**src/rtl/hbm_rd_dispatch_mc.sv**
```systemverilog
// hbm_rd_dispatch_mc: routes AXI3 read-data beats from one HBM pseudo-channel
// to NUM_CH compute-side FIFOs selected by RID low bits. Tracks job progress
// against a programmed byte length and exposes debug counters.
module hbm_rd_dispatch_mc #(
  parameter int DATA_WIDTH = 256,
  parameter int ID_WIDTH   = 6,
  parameter int NUM_CH     = 4,
  parameter int PIPE_DEPTH = 3
) (
  input  logic                  clk,
  input  logic                  rst_n,
  input  logic                  start,
  input  logic [31:0]           data_length,
  input  logic [NUM_CH-1:0]     ch_enable,
  input  logic                  m_axi_RVALID,
  input  logic [DATA_WIDTH-1:0] m_axi_RDATA,
  input  logic                  m_axi_RLAST,
  input  logic [ID_WIDTH-1:0]   m_axi_RID,
  input  logic [1:0]            m_axi_RRESP,
  output logic                  m_axi_RREADY,
  input  logic [NUM_CH-1:0]     ch_almost_full,
  output logic [DATA_WIDTH-1:0] ch_data,
  output logic                  ch_last,
  output logic [NUM_CH-1:0]     ch_wr_en,
  output logic                  busy,
  output logic                  done,
  output logic [31:0]           beat_cnt,
  output logic [31:0]           stall_cnt,
  output logic [31:0]           drop_cnt,
  output logic [31:0]           err_cnt,
  output logic [31:0]           run_cycles
);

  localparam int CH_W       = (NUM_CH > 1) ? $clog2(NUM_CH) : 1;
  localparam int BEAT_SHIFT = $clog2(DATA_WIDTH / 8);

  typedef enum logic [1:0] {
    IDLE = 2'd0,
    RUN  = 2'd1,
    DONE = 2'd2
  } state_t;

  state_t state, state_nxt;

  logic                  rready_q;
  logic                  acc;
  logic [CH_W-1:0]       acc_ch;
  logic                  acc_ch_en;
  logic [NUM_CH-1:0]     sel_oh;
  logic [31:0]           exp_beats;
  logic [31:0]           beat_nxt;
  logic                  unused_rid;

  logic [NUM_CH-1:0]     vld_p  [PIPE_DEPTH];
  logic [DATA_WIDTH-1:0] data_p [PIPE_DEPTH];
  logic                  last_p [PIPE_DEPTH];

  // Only the channel-select bits of RID matter; upper bits are tag info.
  assign unused_rid = ^m_axi_RID;

  assign acc       = m_axi_RVALID & rready_q;
  assign acc_ch    = m_axi_RID[CH_W-1:0];
  assign acc_ch_en = ch_enable[acc_ch];
  assign sel_oh    = (acc && acc_ch_en)
                     ? ({{(NUM_CH-1){1'b0}}, 1'b1} << acc_ch)
                     : '0;
  assign beat_nxt  = beat_cnt + {31'd0, acc};

  assign m_axi_RREADY = rready_q;

  // Ready is registered; only enabled channels may throttle the R channel.
  always_ff @(posedge clk) begin
    if (!rst_n) begin
      rready_q <= 1'b0;
    end else begin
      rready_q <= ~|(ch_almost_full & ch_enable);
    end
  end

  // Stage p0 captures the accepted beat; valid shifts as a one-hot strobe.
  always_ff @(posedge clk) begin
    if (!rst_n) begin
      for (int i = 0; i < PIPE_DEPTH; i++) begin
        vld_p[i] <= '0;
      end
    end else begin
      vld_p[0] <= sel_oh;
      for (int i = 1; i < PIPE_DEPTH; i++) begin
        vld_p[i] <= vld_p[i-1];
      end
    end
  end

  // Data/last ride alongside valid without reset; valid alone qualifies them.
  always_ff @(posedge clk) begin
    data_p[0] <= m_axi_RDATA;
    last_p[0] <= m_axi_RLAST;
    for (int i = 1; i < PIPE_DEPTH; i++) begin
      data_p[i] <= data_p[i-1];
      last_p[i] <= last_p[i-1];
    end
  end

  // Final stage boundary: drive the shared bus, zeroed when no strobe so
  // that nothing stale is visible (and the bus is 0 straight out of reset).
  assign ch_wr_en = vld_p[PIPE_DEPTH-1];
  assign ch_data  = (|vld_p[PIPE_DEPTH-1]) ? data_p[PIPE_DEPTH-1] : '0;
  assign ch_last  = (|vld_p[PIPE_DEPTH-1]) & last_p[PIPE_DEPTH-1];

  // Job FSM state register.
  always_ff @(posedge clk) begin
    if (!rst_n) begin
      state <= IDLE;
    end else begin
      state <= state_nxt;
    end
  end

  // Next-state and status outputs; start overrides everything else.
  always_comb begin
    state_nxt = state;
    busy      = 1'b0;
    done      = 1'b0;
    case (state)
      IDLE: ;
      RUN: begin
        busy = 1'b1;
        if (exp_beats == 32'd0 || beat_nxt == exp_beats) begin
          state_nxt = DONE;
        end
      end
      DONE: begin
        done      = 1'b1;
        state_nxt = IDLE;
      end
      default: state_nxt = IDLE;
    endcase
    if (start) begin
      state_nxt = RUN;
    end
  end

  // Job length and debug counters; a beat in the start cycle is not counted.
  always_ff @(posedge clk) begin
    if (!rst_n) begin
      exp_beats  <= '0;
      beat_cnt   <= '0;
      stall_cnt  <= '0;
      drop_cnt   <= '0;
      err_cnt    <= '0;
      run_cycles <= '0;
    end else if (start) begin
      exp_beats  <= data_length >> BEAT_SHIFT;
      beat_cnt   <= '0;
      stall_cnt  <= '0;
      drop_cnt   <= '0;
      err_cnt    <= '0;
      run_cycles <= '0;
    end else begin
      if (state == RUN) begin
        beat_cnt   <= beat_nxt;
        run_cycles <= run_cycles + 32'd1;
        if (m_axi_RVALID && !rready_q) begin
          stall_cnt <= stall_cnt + 32'd1;
        end
      end
      if (acc && !acc_ch_en) begin
        drop_cnt <= drop_cnt + 32'd1;
      end
      if (acc && (m_axi_RRESP != 2'b00)) begin
        err_cnt <= err_cnt + 32'd1;
      end
    end
  end

endmodule
```
**config.mk**
```make
export PLATFORM = sky130hd
export DESIGN_NAME = hbm_rd_dispatch_mc
export DESIGN_NICKNAME = d
export VERILOG_FILES = /design/src/rtl/hbm_rd_dispatch_mc.sv
export SDC_FILE = /design/constraint.sdc
export NUM_CORES = 1
export LEC_CHECK = 0
export ABC_AREA = 1
export CAP_MARGIN = 10
export CORE_AREA = 5 5 286 288
export CTS_CLUSTER_DIAMETER = 30
export DETAILED_ROUTE_END_ITERATION = 8
export DIE_AREA = 0 0 291 293
export PLACE_DENSITY_LB_ADDON = 0.12
export REMOVE_ABC_BUFFERS = 1
export SETUP_SLACK_MARGIN = 0.1
export SLEW_MARGIN = 20
export SYNTH_ARGS = -nofsm -noshare
export SYNTH_HDL_FRONTEND = slang
export SYNTH_SLANG_ARGS = --single-unit
```
**constraint.sdc**
```tcl
create_clock -name clk -period 2.4 [get_ports clk]
set_input_delay 0.48 -clock clk [delete_from_list [all_inputs] [get_ports clk]]
set_output_delay 0.48 -clock clk [all_outputs]
set_load 0.1 [all_outputs]
```
# [Word level (Yosys, flattened, before mapping)]
# Memory sizes are Yosys's and may differ from the RTL's.
# Index checks and enable logic that the tools add are counted.
[word_totals] register_bits=190 in_bits=309 mem_bits_rw=783 out_inout_bits=424 n_memories=3 elab_cells=64
[mem_list] memory="data_p" depth=3 word_bits=256 rd=3 rd_ports_with_merged_regs=0 write_ports=3 line="55" source="logic [DATA_WIDTH-1:0] data_p [PIPE_DEPTH];"
[mem_list] memory="vld_p" depth=3 word_bits=4 rd=3 rd_ports_with_merged_regs=0 write_ports=3 line="54" source="logic [NUM_CH-1:0] vld_p [PIPE_DEPTH];"
[mem_list] memory="last_p" depth=3 word_bits=1 rd=3 rd_ports_with_merged_regs=0 write_ports=3 line="56" source="logic last_p [PIPE_DEPTH];"
[op_classes] magnitude_cmp=1 shift=1 n_eq_ne=6 n_mux=14 bitwise_logic=8 reduce_logical=17 n_addsub=5
[op_table] cell="256-bit 2-to-1 mux" count=1
[op_table] cell="32-bit by 1-bit adder with 32-bit output (second input constant)" count=4
[op_table] cell="32-bit by 1-bit adder with 32-bit output" count=1
[op_table] cell="32-bit by 27-bit == test with 1-bit output" count=1
[op_table] cell="32-bit logical NOT" count=1
[op_table] cell="4-bit 2-to-1 mux" count=4
[op_table] cell="4-bit OR reduction" count=2
[op_table] cell="1-bit 2-to-1 mux" count=6
[op_table] cell="2-bit AND reduction" count=3
[op_table] cell="4-bit bitwise AND" count=1
[op_table] cell="1-bit logical AND" count=4
[op_table] cell="2-bit != test (second input constant)" count=2
[op_table] cell="2-bit one-hot mux with 2 select lines" count=1
[op_table] cell="1-bit by 2-bit left shift with 4-bit output (first input constant)" count=1
[op_table] cell="1-bit logical NOT" count=3
[op_table] cell="2-bit by 3-bit < comparator with 1-bit output (second input constant)" count=1
[op_table] cell="3-bit != test (second input constant)" count=1
[op_table] cell="1-bit OR" count=3
[op_table] cell="1-bit bitwise AND" count=2
[op_table] cell="1-bit binary-select mux with 2-bit select" count=1
[op_table] cell="2-bit by 1-bit == test with 1-bit output (second input constant)" count=1
[op_table] cell="2-bit == test (second input constant)" count=1
[op_table] cell="2-bit logical NOT" count=1
[op_table] cell="2-bit 2-to-1 mux" count=1
[op_table] cell="other kinds (4)" count=5

# [Logic depth before layout (Yosys ltp)]
[logic_depth] word_depth=7 mapped_depth=18 ltp_nobuf=18

# [Worst setup path after synthesis]
# Ideal clock, no wire load.
[synth_path] path_kind="register -> register" startpoint="register rready_q (netlist: m_axi_RREADY)" endpoint="register state[0]" period_less_slack_ps=2991 required_time_ps=2272 path_stages_with_launch=19 path_slack_ps=-591 arrival_ps=2863 path_cell_list="dfxtp_1 > nand2_2 > inv_1 > ha_1 > nand2_1 > nor2_4 > nand2_1 > nor2_4 > nand2_1 > nand2_1 > nand2_1 > nand2_1 > nand2_1 > nor2_1 > nand2_1 > nor2_1 > nand3_1 > nand3_1 > a21oi_1"
[synth_via] elab_chain_len=6
[synth_lines] element="start: declaration" line="45" source="logic rready_q;"
[synth_lines] element="start signal: assignment" line="76" source="rready_q <= ~|(ch_almost_full & ch_enable);"
[synth_lines] element="1-bit bitwise AND" line="61" source="assign acc = m_axi_RVALID & rready_q;"
[synth_lines] element="32-bit by 1-bit adder with 32-bit output" line="67" source="assign beat_nxt = beat_cnt + {31'd0, acc};"
[synth_lines] element="32-bit by 27-bit == test with 1-bit output" line="128" source="if (exp_beats == 32'd0 || beat_nxt == exp_beats) begin"
[synth_lines] element="1-bit logical OR" line="128"
[synth_lines] element="3-bit != test (no source line)"
[synth_lines] element="2-bit AND reduction (no source line)"
[synth_lines] element="end signal: assignment" line="115" source="state <= state_nxt;"
[synth_lines] element="end: declaration" line="43" source="state_t state, state_nxt;"
# Every way passes these cells.
# A chain may end at the register's enable or synchronous reset.

==> flow_metrics.tcl <==
set metrics [dict create \
    async_reset_ff_share_pct 0 \
    first_pass_iters 5 \
    period_needed_ns 2.77 \
    end_kind "primary output" \
    holdWs_ns 0.164 \
    die-width_um 291 \
    overflow 0 \
    start_util_pct 35.3 \
    grt_max_degree 80 \
    core-area_um2 78600 \
    h-tree-depth 4 \
    setup_viol 260 \
    area_growth_pct 67.3 \
    maxCapViolCount 0 \
    worstMarginPinSlew_ns 0.540 \
    drive_gt1_share_pct 24.3 \
    cts_tree "done" \
    rows 103 \
    vias 21300 \
    yosys_warnings 0 \
    worstPathRequired_ns 1.92 \
    chipHeight_um 293 \
    cp-start-kind "flop" \
    synthFlopType "dfxtp_1" \
    timing.final.crit_share_pct 116 \
    rsz0062_at_grt "yes" \
    cts_made_buffers 180 \
    grt_pass1_vias 21200 \
    worst_clock_skew_ns 0.0687 \
    drc_errors 0 \
    hold_depth 1 \
    hold_violations 0 \
    min_to "data_p[0][119]" \
    cts-root-buf "clkbuf_16" \
    outcome "finished, violations left" \
    path_class "reg2out" \
    final_cell_mix "dfxtp_1 (971), inv_1 (478), nor2_1 (422), nand2_1 (316), clkdlybuf4s50_1 (299)" \
    worst_slack_ns -0.375 \
    final_common_cell "dfxtp_1" \
    ir_worst_vdd_mv 0.714 \
    crit_buf_inv 4 \
    drtIter0Drc 846 \
    path_delay_family "buffers and inverters" \
    synth_seq_area_share_pct 70.2 \
    cp_max_fo 35 \
    pin_count 733 \
    dieArea_um2 85300 \
    ys_seq_elements 973 \
    dp_hpwl_mm 66.4 \
    antenna_found_initial 20 \
    cts.sinks 973 \
    grt_pass1_wl_mm 130 \
    slowest_delay_ns 0.33 \
    drv_slew 0 \
    postSynthAreaPerCell_um2 9.77 \
    p_leak_nw 20.4 \
    holdBufCountCts 0 \
    synth_cell_types 39 \
    regToRegStartpoint "m_axi_RREADY" \
    wl_met1_mm 32.3 \
    hold_path_startpoint "m_axi_RDATA[119]" \
    top_layer "met5" \
    violations "setup timing" \
    slowest_stage "dfxtp_2" \
    vias_per_cell 4.22 \
    dp_slack_ns -0.737 \
    crit_arrival_ns 2.29 \
    regToRegSetupSlack_ns -0.11 \
    synth-edff-count 0 \
    antenna_left 0 \
    clk_pin_slew_worst_paths_ns 0.05 \
    fillers 6554 \
    r2r-end "state[0]" \
    fin_nets 4152 \
    slew_headroom_pct 63.6 \
    synth_area_um2 27700 \
    cts_buffer_depth 3 \
    fmax_mhz 360 \
    wl_met2_mm 44.5 \
    synthCells 2840 \
    path_cells "nor4_4, buf_4, clkbuf_16, buf_16, nor2_1, buf_12" \
    placement.io_buffers 723 \
    r2r_cells 17 \
    cellPowerDensity_nw_per_um2 959 \
    clk_latency_ns 0.73 \
    min_path_type "in2reg" \
    grt_usage_pct 20.1 \
    drt-total-wl_mm 88.3 \
    wl_met3_mm 9.88 \
    gp_congestion 0.851 \
    wire_per_inst_um 17.5 \
]
worst register-to-register path: cells and delay by family, from the launching register on:
family / cells / cell delay (ns)
buf+inv: 2 / 0.27
compound gates: 1 / 0.06
flops: 1 / 0.35
fa+ha+maj: 1 / 0.19
simple gates: 13 / 1.51
where the power goes:
part | leakage [nW] | switching, mW | internal, mW | total [mW]
Clock | 3.13 | 8.67 | 17.2 | 25.9
Combinational | 9.13 | 0.768 | 0.712 | 1.48
Sequential | 8.14 | 0.201 | 16.9 | 17.1
Total | 20.4 | 9.63 | 34.9 | 44.5
logic make-up after synthesis:
group                    Yosys count  synth area share (%)
AND/OR/NAND/NOR                 1032                  16.1
flip-flops                       973                  70.2
buffers and inverters            547                  7.46
AO/OA/AOI/OAI                    246                  4.77
XOR/XNOR                          36                  1.19
adder cells (fa/ha/maj)            6                 0.271
final cells by class:
| cell class | count | area, um2 | area share [%] |
|---|---|---|---|
| flip-flops and latches | 973 | 19500 | 42.0 |
| repair buffers | 879 | 10900 | 23.5 |
| multi-input cells | 1320 | 6400 | 13.8 |
| clock buffers | 229 | 4990 | 10.7 |
| inverters | 483 | 1810 | 3.91 |
| clock inverters | 100 | 1500 | 3.22 |
| well taps | 1050 | 1310 | 2.83 |
| diodes | 8 | 20.0 | 0.0431 |
per-layer routing:
layer / global-route usage (%) / vias to the layer above
li1: - / 10800
met3: 10.5 / 134
met1: 21.0 / 9616
met4: 5.48 / 22
met5: 0 / -
met2: 35.6 / 748
cells in the mapped netlist (all sizes together), types with 3 or more instances:
cell / count / area [um2]
dfxtp: 973 / 19500
inv: 481 / 1810
nor2: 472 / 1870
nand2: 327 / 1250
a21oi: 108 / 541
o21ai: 104 / 521
nand3: 94 / 480
nor3: 70 / 393
clkbuf: 58 / 218
xor2: 29 / 254
nand4: 25 / 156
nor4: 24 / 165
o21a: 11 / 82.6
o211ai: 10 / 75.1
nand3b: 8 / 60.1
buf: 6 / 37.5
ha: 6 / 75.1
nor3b: 6 / 45.0
xnor2: 6 / 52.6
a221oi: 4 / 35.0
a31oi: 3 / 18.8
state kept, by name, summed over array words and instances, names as in the netlist, 2 cells and up:
name	flops
beat_cnt	32
data_p	768
drop_cnt	32
err_cnt	32
exp_beats	27
last_p	3
run_cycles	32
stall_cnt	32
state	2
vld_p	12
repair_timing:
item	CTS	global route
hold endpoints to repair	0	0
setup buffers	6	4
pin swaps	1	0
setup endpoints to repair	260	272
resized for setup	49	31
gates cloned	5	2
how the worst max path moves through the flow:
stage	start	to	slack, ns	cells past startpoint
after floorplan	vld_p[0][9]	ch_data[0]	-24.75	2
after global placement	m_axi_RVALID	state[0]	-0.70	18
after detailed placement	m_axi_RVALID	state[0]	-0.74	18
after CTS	vld_p[0][9]	ch_data[193]	-0.42	5
after global routing	vld_p[0][9]	ch_data[193]	-0.51	6
final	vld_p[0][9]	ch_data[193]	-0.37	6
stage by stage:
| stage | util (%) | instance area (um2) | setup TNS (ns) | total power [mW] | std cells |
|---|---|---|---|---|---|
| finish | 59.0 | 46400 | -85.50 | 44.5 | 5042 |
| global route | 59.0 | 46400 | -120.76 | 46.1 | 5036 |
| CTS | 58.8 | 46200 | -99.72 | 45.0 | 5028 |
| detailed placement | 50.1 | 39400 | -15.14 | 18.9 | 4688 |
| global placement | 50.1 | 39400 | -14.49 | 18.9 | 4688 |
| floorplan | - | 27500 | -6535.53 | 18.0 | 2776 |
No activity file was read; power rests on OpenSTA's default activity.
==> RTL edit, RTL diff (same flow settings) <==
Put one more register stage on the output `err_cnt`, without a reset. The value now appears one clock later. The other outputs are not delayed to match.
--- a/src/rtl/hbm_rd_dispatch_mc.sv
+++ b/src/rtl/hbm_rd_dispatch_mc.sv
@@ -39,6 +39,8 @@
     RUN  = 2'd1,
     DONE = 2'd2
   } state_t;
+
+  logic [31:0] err_cnt_s0;
 
   state_t state, state_nxt;
 
@@ -147,14 +149,14 @@
       beat_cnt   <= '0;
       stall_cnt  <= '0;
       drop_cnt   <= '0;
-      err_cnt    <= '0;
+      err_cnt_s0 <= '0;
       run_cycles <= '0;
     end else if (start) begin
       exp_beats  <= data_length >> BEAT_SHIFT;
       beat_cnt   <= '0;
       stall_cnt  <= '0;
       drop_cnt   <= '0;
-      err_cnt    <= '0;
+      err_cnt_s0 <= '0;
       run_cycles <= '0;
     end else begin
       if (state == RUN) begin
@@ -168,9 +170,13 @@
         drop_cnt <= drop_cnt + 32'd1;
       end
       if (acc && (m_axi_RRESP != 2'b00)) begin
-        err_cnt <= err_cnt + 32'd1;
+        err_cnt_s0 <= err_cnt_s0 + 32'd1;
       end
     end
   end
 
+  always_ff @(posedge clk) begin
+    err_cnt <= err_cnt_s0;
+  end
+
 endmodule
Formal check against the unedited RTL: not equivalent (a bounded check fails within 4 cycles, from zero or initial values and one cycle with rst_n low).
==> RTL edit against the unedited design <==
- the run still ends with setup timing left
- area after synthesis increased by 3.4%
- count of clock-buffer cells in the layout fell by 8
- critical path depth is 1 higher
- sequential share of layout area down 0.083 points
- clock skew down 0.012 ns
- die area stayed put
- total power grew 0.84%
- synthesized cell count up 1.9%
- cell area is 3.5% higher
- first-iteration DRC count rose by 14%
- sequential cell count rose by 32
- wire length rose by 5.0%
- highest routed layer unchanged
- combinational power up 6%
- setup slack worse by 0.055 ns
==> RTL edit: results <==
{
  "n_all_buffers": 880,
  "ys_top_cells_by_count": "1,005 x dfxtp_1, 476 x inv_1, 446 x nor2_1",
  "cp_slowest_cell": "dfxtp_4",
  "seq_area_frac_synth_pct": 70.12,
  "drive_gt1_share_pct": 27.03,
  "rrSetupSlack_ns": 0.11,
  "diodes": 9,
  "period_share_pct": 117.9,
  "synth-compound-area-share_pct": 4.540,
  "drt_iter0_markers": 963,
  "n_clock_buffer": 221,
  "power.density_mw_per_mm2": 933.9,
  "seq_area_mm2": 0.02013,
  "cp_max_fo": 7,
  "outcome": "complete, but fails checks",
  "grt_usage_pct": 21.01,
  "synth-xor-area-share_pct": 1.086,
  "whs_ns": 0.1775,
  "nFillCells": 6415,
  "cts.repair.resized": 119,
  "nonClkBufAreaFrac_pct": 23.47,
  "reg2regPathDepth": 15,
  "nets": 4204,
  "setup_violations": 257,
  "worstHoldStart": "m_axi_RDATA[180]",
  "totalWireLength_um": 92740,
  "rr_startpoint": "beat_cnt[3]$_SDFFE_PP0P_",
  "cts_setup_buffers": 13,
  "post-place-ws_ns": -0.6447,
  "syn_inst": 2893,
  "placed_area_mm2": 0.04024,
  "multi_input_area_share_pct": 14.71,
  "ir_drop_uv": 791.3,
  "first_global_vias": 21800,
  "antenna_found_initial": 16,
  "grt_pass1_wl_um": 135900,
  "violations": "setup timing",
  "seq_cells": 1005,
  "tightestPinTransition_ns": 0.7039,
  "timing.final.ws_setup_ns": -0.4294,
  "synth_area_leaders": "dfxtp_1 70%, inv_1 6.2%, nor2_1 5.8%",
  "layoutNonFillerInstCount": 5103
}
[RTL edit: cell count changes after synthesis, sizes merged, moves of 5 or more]
cell	delta
o21a	-5
dfxtp	+32
nand4	+8
nand3b	-5
nand3	+27
nor3	-20
o21ai	-11
nand2	+17
[RTL edit: power by group through the flow]
stage | Sequential, uW | Clock [uW] | Combinational, uW
floorplan | 18100 | 0 | 488
global placement | 18000 | 0 | 1490
detailed placement | 18000 | 0 | 1490
CTS | 17700 | 26100 | 1540
global route | 17700 | 27000 | 1680
finish | 17700 | 25600 | 1570
[RTL edit: worst reg2reg max path: stages, from the launching register on]
cell     delay, ns
dfxtp_1       0.56
nand2_1       0.24
nor2_1        0.22
nand2_2       0.16
inv_1         0.11
nand2_1       0.08
nand2_1       0.09
nand3_1       0.07
nand2_1       0.09
nand2_1       0.08
nor2_1        0.09
nand2_1       0.09
nor2_2        0.12
nand3_2       0.10
nand3_2       0.08
a21oi_2       0.05
[RTL edit: routing by layer]
| layer | share of wire (%) | up-vias | track usage [%] | wire, um |
|---|---|---|---|---|
| met2 | 50 | 739 | 36.56 | 46290 |
| met5 | 0.11 | - | 0 | 99 |
| li1 | - | 10980 | - | - |
| met4 | 2.1 | 14 | 6.171 | 1936 |
| met3 | 10 | 148 | 10.05 | 9444 |
| met1 | 38 | 9957 | 22.92 | 34970 |
[RTL edit: how the worst max path moves through the flow]
stage / to / slack (ns) / cells after the start
floorplan: ch_data[0] / -24.75 / 2
global placement: state[0]$_SDFFE_PN0P_ / -0.64 / 17
detailed placement: state[0]$_SDFFE_PN0P_ / -0.64 / 17
CTS: ch_data[182] / -0.52 / 6
global route: ch_data[0] / -0.53 / 7
finish: ch_data[0] / -0.43 / 7
